[src/rtl/pcie_tag_pool.sv]
// pcie_tag_pool: free-tag allocator for the PCIe request path.
// Offers the lowest free tag each cycle and reclaims returned tags.
module pcie_tag_pool #(
    parameter int B_WIDTH = 5
) (
    input  logic               clk,
    input  logic               rst,
    output logic               alloc_valid,
    input  logic               alloc_ready,
    output logic [B_WIDTH-1:0] alloc_tag,
    input  logic               rel_valid,
    output logic               rel_ready,
    input  logic [B_WIDTH-1:0] rel_tag,
    output logic [B_WIDTH:0]   free_count,
    output logic               empty,
    output logic               err_double_free
);

    localparam int N = 2 ** B_WIDTH;
    localparam logic [B_WIDTH:0] FULL = (B_WIDTH + 1)'(N);

    logic [N-1:0]       free_mask;
    logic [N-1:0]       mask_next;
    logic [B_WIDTH:0]   count_next;
    logic [B_WIDTH-1:0] lz_tag;
    logic               lz_found;
    logic [B_WIDTH-1:0] lz_bit;
    logic [B_WIDTH-1:0] rel_bit;
    logic               handoff;
    logic               load;
    logic               rel_hit;
    logic               rel_bad;
    logic               rel_ok;

    // Leading-zero count: the highest set bit is the lowest free tag.
    always_comb begin
        lz_tag = '0;
        for (int i = 0; i < N; i++) begin
            if (free_mask[i]) begin
                lz_tag = ~B_WIDTH'(i);
            end
        end
    end

    // Tag t lives at bit N-1-t, which is simply the bitwise inverse of t.
    assign lz_found = |free_mask;
    assign lz_bit   = ~lz_tag;
    assign rel_bit  = ~rel_tag;

    assign handoff = alloc_valid & alloc_ready;
    assign load    = (~alloc_valid | alloc_ready) & lz_found;

    // A return is illegal if the tag is already free or is the staged one.
    assign rel_hit = free_mask[rel_bit]
                   | (alloc_valid & (rel_tag == alloc_tag));
    assign rel_bad = rel_valid & rel_hit;
    assign rel_ok  = rel_valid & ~rel_hit;

    assign rel_ready = ~rst;
    assign empty     = (free_count == '0);

    // Next free mask: load clears its bit, a legal return sets a different one.
    always_comb begin
        mask_next = free_mask;
        if (load) begin
            mask_next[lz_bit] = 1'b0;
        end
        if (rel_ok) begin
            mask_next[rel_bit] = 1'b1;
        end
    end

    // Count of tags not held by consumers; staging a tag does not change it.
    always_comb begin
        count_next = free_count;
        if (rel_ok && !handoff) begin
            count_next = free_count + 1'b1;
        end else if (!rel_ok && handoff) begin
            count_next = free_count - 1'b1;
        end
    end

    // State registers: mask, output stage, count and error pulse.
    always_ff @(posedge clk) begin
        if (rst) begin
            free_mask       <= '1;
            alloc_valid     <= 1'b0;
            alloc_tag       <= '0;
            free_count      <= FULL;
            err_double_free <= 1'b0;
        end else begin
            free_mask       <= mask_next;
            free_count      <= count_next;
            err_double_free <= rel_bad;
            if (load) begin
                alloc_valid <= 1'b1;
                alloc_tag   <= lz_tag;
            end else if (handoff) begin
                alloc_valid <= 1'b0;
            end
        end
    end

endmodule
[config.mk]
export PLATFORM = sky130hd
export DESIGN_NAME = pcie_tag_pool
export DESIGN_NICKNAME = d
export VERILOG_FILES = /design/src/rtl/pcie_tag_pool.sv
export SDC_FILE = /design/constraint.sdc
export NUM_CORES = 1
export LEC_CHECK = 0
export ABC_AREA = 1
export CAP_MARGIN = 20
export CORE_AREA = 2 2 101 103
export CTS_BUF_LIST = sky130_fd_sc_hd__clkbuf_8
export DETAILED_ROUTE_END_ITERATION = 12
export DIE_AREA = 0 0 103 105
export HOLD_SLACK_MARGIN = 0.1
export PLACE_DENSITY = 0.46
export SYNTH_ARGS = -nofsm -noshare
export SYNTH_HDL_FRONTEND = slang
export SYNTH_SLANG_ARGS = --single-unit
[constraint.sdc]
create_clock -name clk -period 6.4 [get_ports clk]
set_clock_uncertainty 0.2 [all_clocks]
set_input_delay 1.28 -clock clk [delete_from_list [all_inputs] [get_ports clk]]
set_output_delay 1.28 -clock clk [all_outputs]
set_load 0.1 [all_outputs]
# Word level (Yosys, flattened, before mapping)
# Index checks and enable logic that the tools add are counted.
# totals
regBits,45
out_inout_bits,15
inputBits,9
elab_cells,81
# op_classes
n_eq_ne,1
n_bitwise,15
muxes,44
n_reduce_logical,10
n_lt_le_gt_ge,4
addsub,2
# op_table
op,n
two-way mux 5 bit,32
two-way mux 32 bit,2
bitwise AND 32 bit,1
inverter 32 bit,1
bitwise OR 32 bit,1
OR reduction 32 bit,1
less-than comparator 5 x 6 -> 1 bit (second input constant),2
two-way mux 6 bit,2
demux 1 bit (select 5 bit),2
greater-or-equal comparator 5 x 1 -> 1 bit (second input constant),2
inverter 5 bit,2
adder 6 x 1 -> 6 bit (second input constant),1
zero test 6 bit,1
subtractor 6 x 1 -> 6 bit (second input constant),1
bitwise AND 1 bit,5
binary-select mux 1 bit (select 5 bit),1
equality test 5 bit,1
two-way mux 1 bit,5
logical AND 1 bit,4
nonzero test 2 bit,2
inverter 1 bit,3
zero test 1 bit,2
bitwise OR 1 bit,2

# Logic depth before layout (Yosys ltp)
# depth
word_depth,42
ltp_mapped,35

# Least setup slack after synthesis
# No wires, ideal clock.
# synth_path
path_kind,input-to-reg
start,in rel_tag[0]
end,reg free_count[5]
required_time_ps,6037
t_arrival_ps,4273
setup_time_ps,163
slack_ps,1765
stages,23
path_buffers,2
cell_sequence,inv_1 -> nor2_1 -> clkbuf_1 -> a22oi_1 -> o221ai_1 -> a2111oi_1 -> nand2_1 -> inv_2 -> buf_4 -> ha_1 -> inv_1 -> ha_1 -> a21oi_1 -> and2_1 -> inv_1 -> a21oi_1 -> inv_1 -> a21oi_1 -> nor2_1 -> nor2_1 -> inv_1 -> a21oi_1 -> o21ai_0
# synth_via
elab_chain_cells,9
# synth_lines
item,line,source
"start, declared",13,"input logic [B_WIDTH-1:0] rel_tag,"
inverter 5 bit,48,assign rel_bit = ~rel_tag;
binary-select mux 1 bit (select 5 bit),54,assign rel_hit = free_mask[rel_bit]
two-way mux 1 bit (implied by the code),54,
bitwise OR 1 bit *,55,| (alloc_valid & (rel_tag == alloc_tag));
inverter 1 bit *,57,assign rel_ok = rel_valid & ~rel_hit;
bitwise AND 1 bit *,57,
zero test 1 bit,78,end else if (!rel_ok && handoff) begin
logical AND 1 bit,78,
nonzero test 2 bit (no line),--,
"end signal, assigned",93,free_count <= count_next;
"end, declared",14,"output logic [B_WIDTH:0] free_count,"
# Mark *: on every way between the ends. The rest lies on a longest branch, timed or not. The select of a mux whose other input is x is not followed.
# A chain may end at the register's enable or synchronous reset.

# Worst setup path in the final report
# layout_path
start,in rel_tag[1]
end,reg free_count[5]
# Same word-level chain as after synthesis.

==> results_dict.tcl <==
set metrics [dict create \
    status "finished clean" \
    synthArstFlopShare 0 \
    yosys.cell_count.top_type "nand2_1" \
    nFillCells 1116 \
    synth_cell_types 35 \
    worstSetupPathType "primary input to flip-flop" \
    final_layout_size_suffix_gt1_frac 0.0403 \
    swShare 0.401 \
    setup_viol 0 \
    place.gp.congestion 0.867 \
    vdd_ir_drop_max_v 0.000139 \
    maxSlewViolCount 0 \
    yosysWarnings 0 \
    wirelength_um 9550 \
    area_growth_pct 16.2 \
    cts_max_path_buffers 2 \
    grt_usage 0.185 \
    detail_route.wl_per_cell_um 15.8 \
    drtPass1Iterations 5 \
    place_area_mm2 0.00324 \
    reg2reg_from "free_mask[27]$_SDFF_PP1_" \
    clkSinkCount 45 \
    ys.flop_type "dfxtp_1" \
    min_to "free_mask[8]$_SDFF_PP1_" \
    whs_path_depth 2 \
    cp.required_ps 6390 \
    crit_path_end_kind "flip-flop" \
    clk_latency_ps 310 \
    tns_ps 0 \
    power_uw 752 \
    cp_max_fo 9 \
    maxCapViolCount 0 \
    period_needed_ps 5510 \
    io_pins 24 \
    ant_nets 0 \
    ys_seq_area_frac 0.315 \
    internal_power_uw 451 \
    synth.top_cells.by_count "nand2_1 (112), inv_1 (73), nand3_1 (60)" \
    p_leak_uw 0.00163 \
    hold_path_class "flip-flop to flip-flop" \
    stdcell_area_mm2 0.00332 \
    holdCritStartpoint "free_mask[8]$_SDFF_PP1_" \
    start_kind "primary input" \
    cts_tree "built" \
    rr_worst_depth 21 \
    r2r-end "free_count[5]$_SDFFE_PP1P_" \
    vias 3043 \
    core-area_mm2 0.00964 \
    p_comb_frac 0.347 \
    clkTransAtPathRegs_ps 80 \
    power_density_mw_per_mm2 226 \
    die_x_um 103 \
    worst_pin_slew_ps 985 \
    initial_core_util 0.296 \
    clock_power_share 0.246 \
    die_h_um 105 \
    synth.top_cell.area_share 0.315 \
    first_global_vias 2900 \
    timing.fmax_mhz 182 \
    io_buffers 23 \
    fp-row-count 36 \
    syn_nets 464 \
    reg2reg_setup_slack_ps 2590 \
    yosysTopAreaCell "dfxtp_1" \
    ctsResizeCount 0 \
    syn_inst 449 \
    drt-initial-drc-count 191 \
    cts_setup_buffers 0 \
    grt_max_degree 30 \
    die_area_mm2 0.0108 \
    antenna_found_initial 0 \
    cts_hold_buf 0 \
    min_period_over_period 0.861 \
    final_hold_viol_count 0 \
    vias_per_cell 5.03 \
    grt_first_pass_wirelength_um 15400 \
    fin_nets 487 \
    slew_headroom 0.341 \
    rsz0062_at_grt "false" \
    switchingPower_uw 301 \
    hpwl_um 6900 \
    htreeDepth 2 \
    overflow 0 \
    antenna_cells 0 \
    ctsRootBufferMaster "clkbuf_8" \
    syn-cell-area_mm2 0.00286 \
    seq_power_share 0.407 \
    ys_ff_latch 45 \
    syn_area_per_cell_um2 6.36 \
    drcViolationCount 0 \
    ys_top_cells_by_area "dfxtp_1 (32%), nand2_1 (15%), nand3_1 (11%), inv_1 (9.6%), nor2_1 (5.0%)" \
    numCtsBuffers 5 \
    synth_edf_count 0 \
    critPathArrivalTime_ps 5490 \
]
cells by family after synthesis:
family	synth area share
buffers and inverters	0.120
XOR/XNOR	0.0123
AND/OR/NAND/NOR	0.366
flip-flops	0.315
adder cells (fa/ha/maj)	0.0289
AO/OA/AOI/OAI	0.158
through the flow:
step | setup WS [ps] | hold slack (ps) | utilization | std cells
3_3_place_gp | 839 | 245 | 0.336 | 598
2_1_floorplan | 1760 | 229 | - | 449
3_5_place_dp | 649 | 248 | 0.336 | 598
5_1_grt | 407 | 301 | 0.345 | 605
4_1_cts | 959 | 269 | 0.345 | 605
6_report | 891 | 265 | 0.345 | 605
worst max-delay path, cell delays in order:
cell and delay [ps]:
clkdlybuf4s50_1 580, inv_1 60, nor2_1 630, inv_1 350, o22ai_1 200, a221oi_1 80
o211ai_1 200, a2111oi_1 100, nand2_1 180, inv_2 50, ha_1 220, inv_1 160
ha_1 310, a21oi_1 150, and2_1 180, inv_1 50, a21oi_1 120, inv_1 50
a21oi_1 160, nor2_1 60, nor2_1 90, inv_1 50, a21oi_1 100, o21ai_0 110
registers in the layout, indices dropped and copies added (netlist names):
name and flops:
alloc_tag 5, alloc_valid 1, err_double_free 1, free_count 6, free_mask 32
power groups by stage:
| stage | logic (µW) | registers (µW) | clock network, µW |
|---|---|---|---|
| 5_1_grt | 281 | 309 | 204 |
| 6_report | 261 | 306 | 185 |
| 3_3_place_gp | 259 | 313 | 0 |
| 3_5_place_dp | 260 | 313 | 0 |
| 2_1_floorplan | 119 | 387 | 0 |
| 4_1_cts | 261 | 307 | 191 |
worst max path at each step:
stage	start	slack (ps)	depth (start not counted)	to
global placement	rel_tag[1]	840	24	free_count[5]$_SDFFE_PP1P_
detailed placement	rel_tag[1]	650	24	free_count[5]$_SDFFE_PP1P_
CTS	rel_tag[1]	960	24	free_count[5]$_SDFFE_PP1P_
global route	rel_tag[1]	410	24	free_count[5]$_SDFFE_PP1P_
finish	rel_tag[1]	890	24	free_count[5]$_SDFFE_PP1P_
floorplan	rel_tag[0]	1760	23	free_count[5]$_SDFFE_PP1P_
per-layer routing:
metal,vias up,GRT usage,part of all wire
li1,1541,-,-
met2,87,0.291,0.46
met5,-,0,0
met1,1408,0.265,0.48
met3,7,0.0288,0.051
met4,0,0.0414,0.0095
placed cells by master, fill, tap and decap left out:
master,n
nand2_1,112
inv_1,74
nand3_1,60
dfxtp_1,45
nor2_1,38
clkdlybuf4s50_1,22
o21ai_0,16
a21oi_1,14
a31oi_1,10
a22oi_1,8
nand4_1,8
o221ai_1,7
nor3_1,7
clkbuf_8,6
buf_4,6
ha_1,5
o22ai_1,4
nor4_1,4
inv_2,3
a221oi_1,2
a211oi_1,2
o211ai_1,2
nand2_8,2
xnor2_1,2
xor2_1,2
o311ai_0,2
a2111oi_1,1
nand3b_1,1
clkinv_1,1
nand2_2,1
nand2_4,1
a21o_1,1
and2_1,1
a311o_1,1
fa_1,1
cell type report:
cell class | count | area, µm² | share of cell area
clock buffers | 6 | 82.6 | 0.0249
clock inverters | 1 | 3.75 | 0.00113
inverters | 77 | 289 | 0.0870
multi-input cells | 315 | 1610 | 0.486
flip-flops and latches | 45 | 901 | 0.271
well taps | 133 | 166 | 0.0501
repair buffers | 28 | 265 | 0.0798
Power figures use the tool's default switching activity.
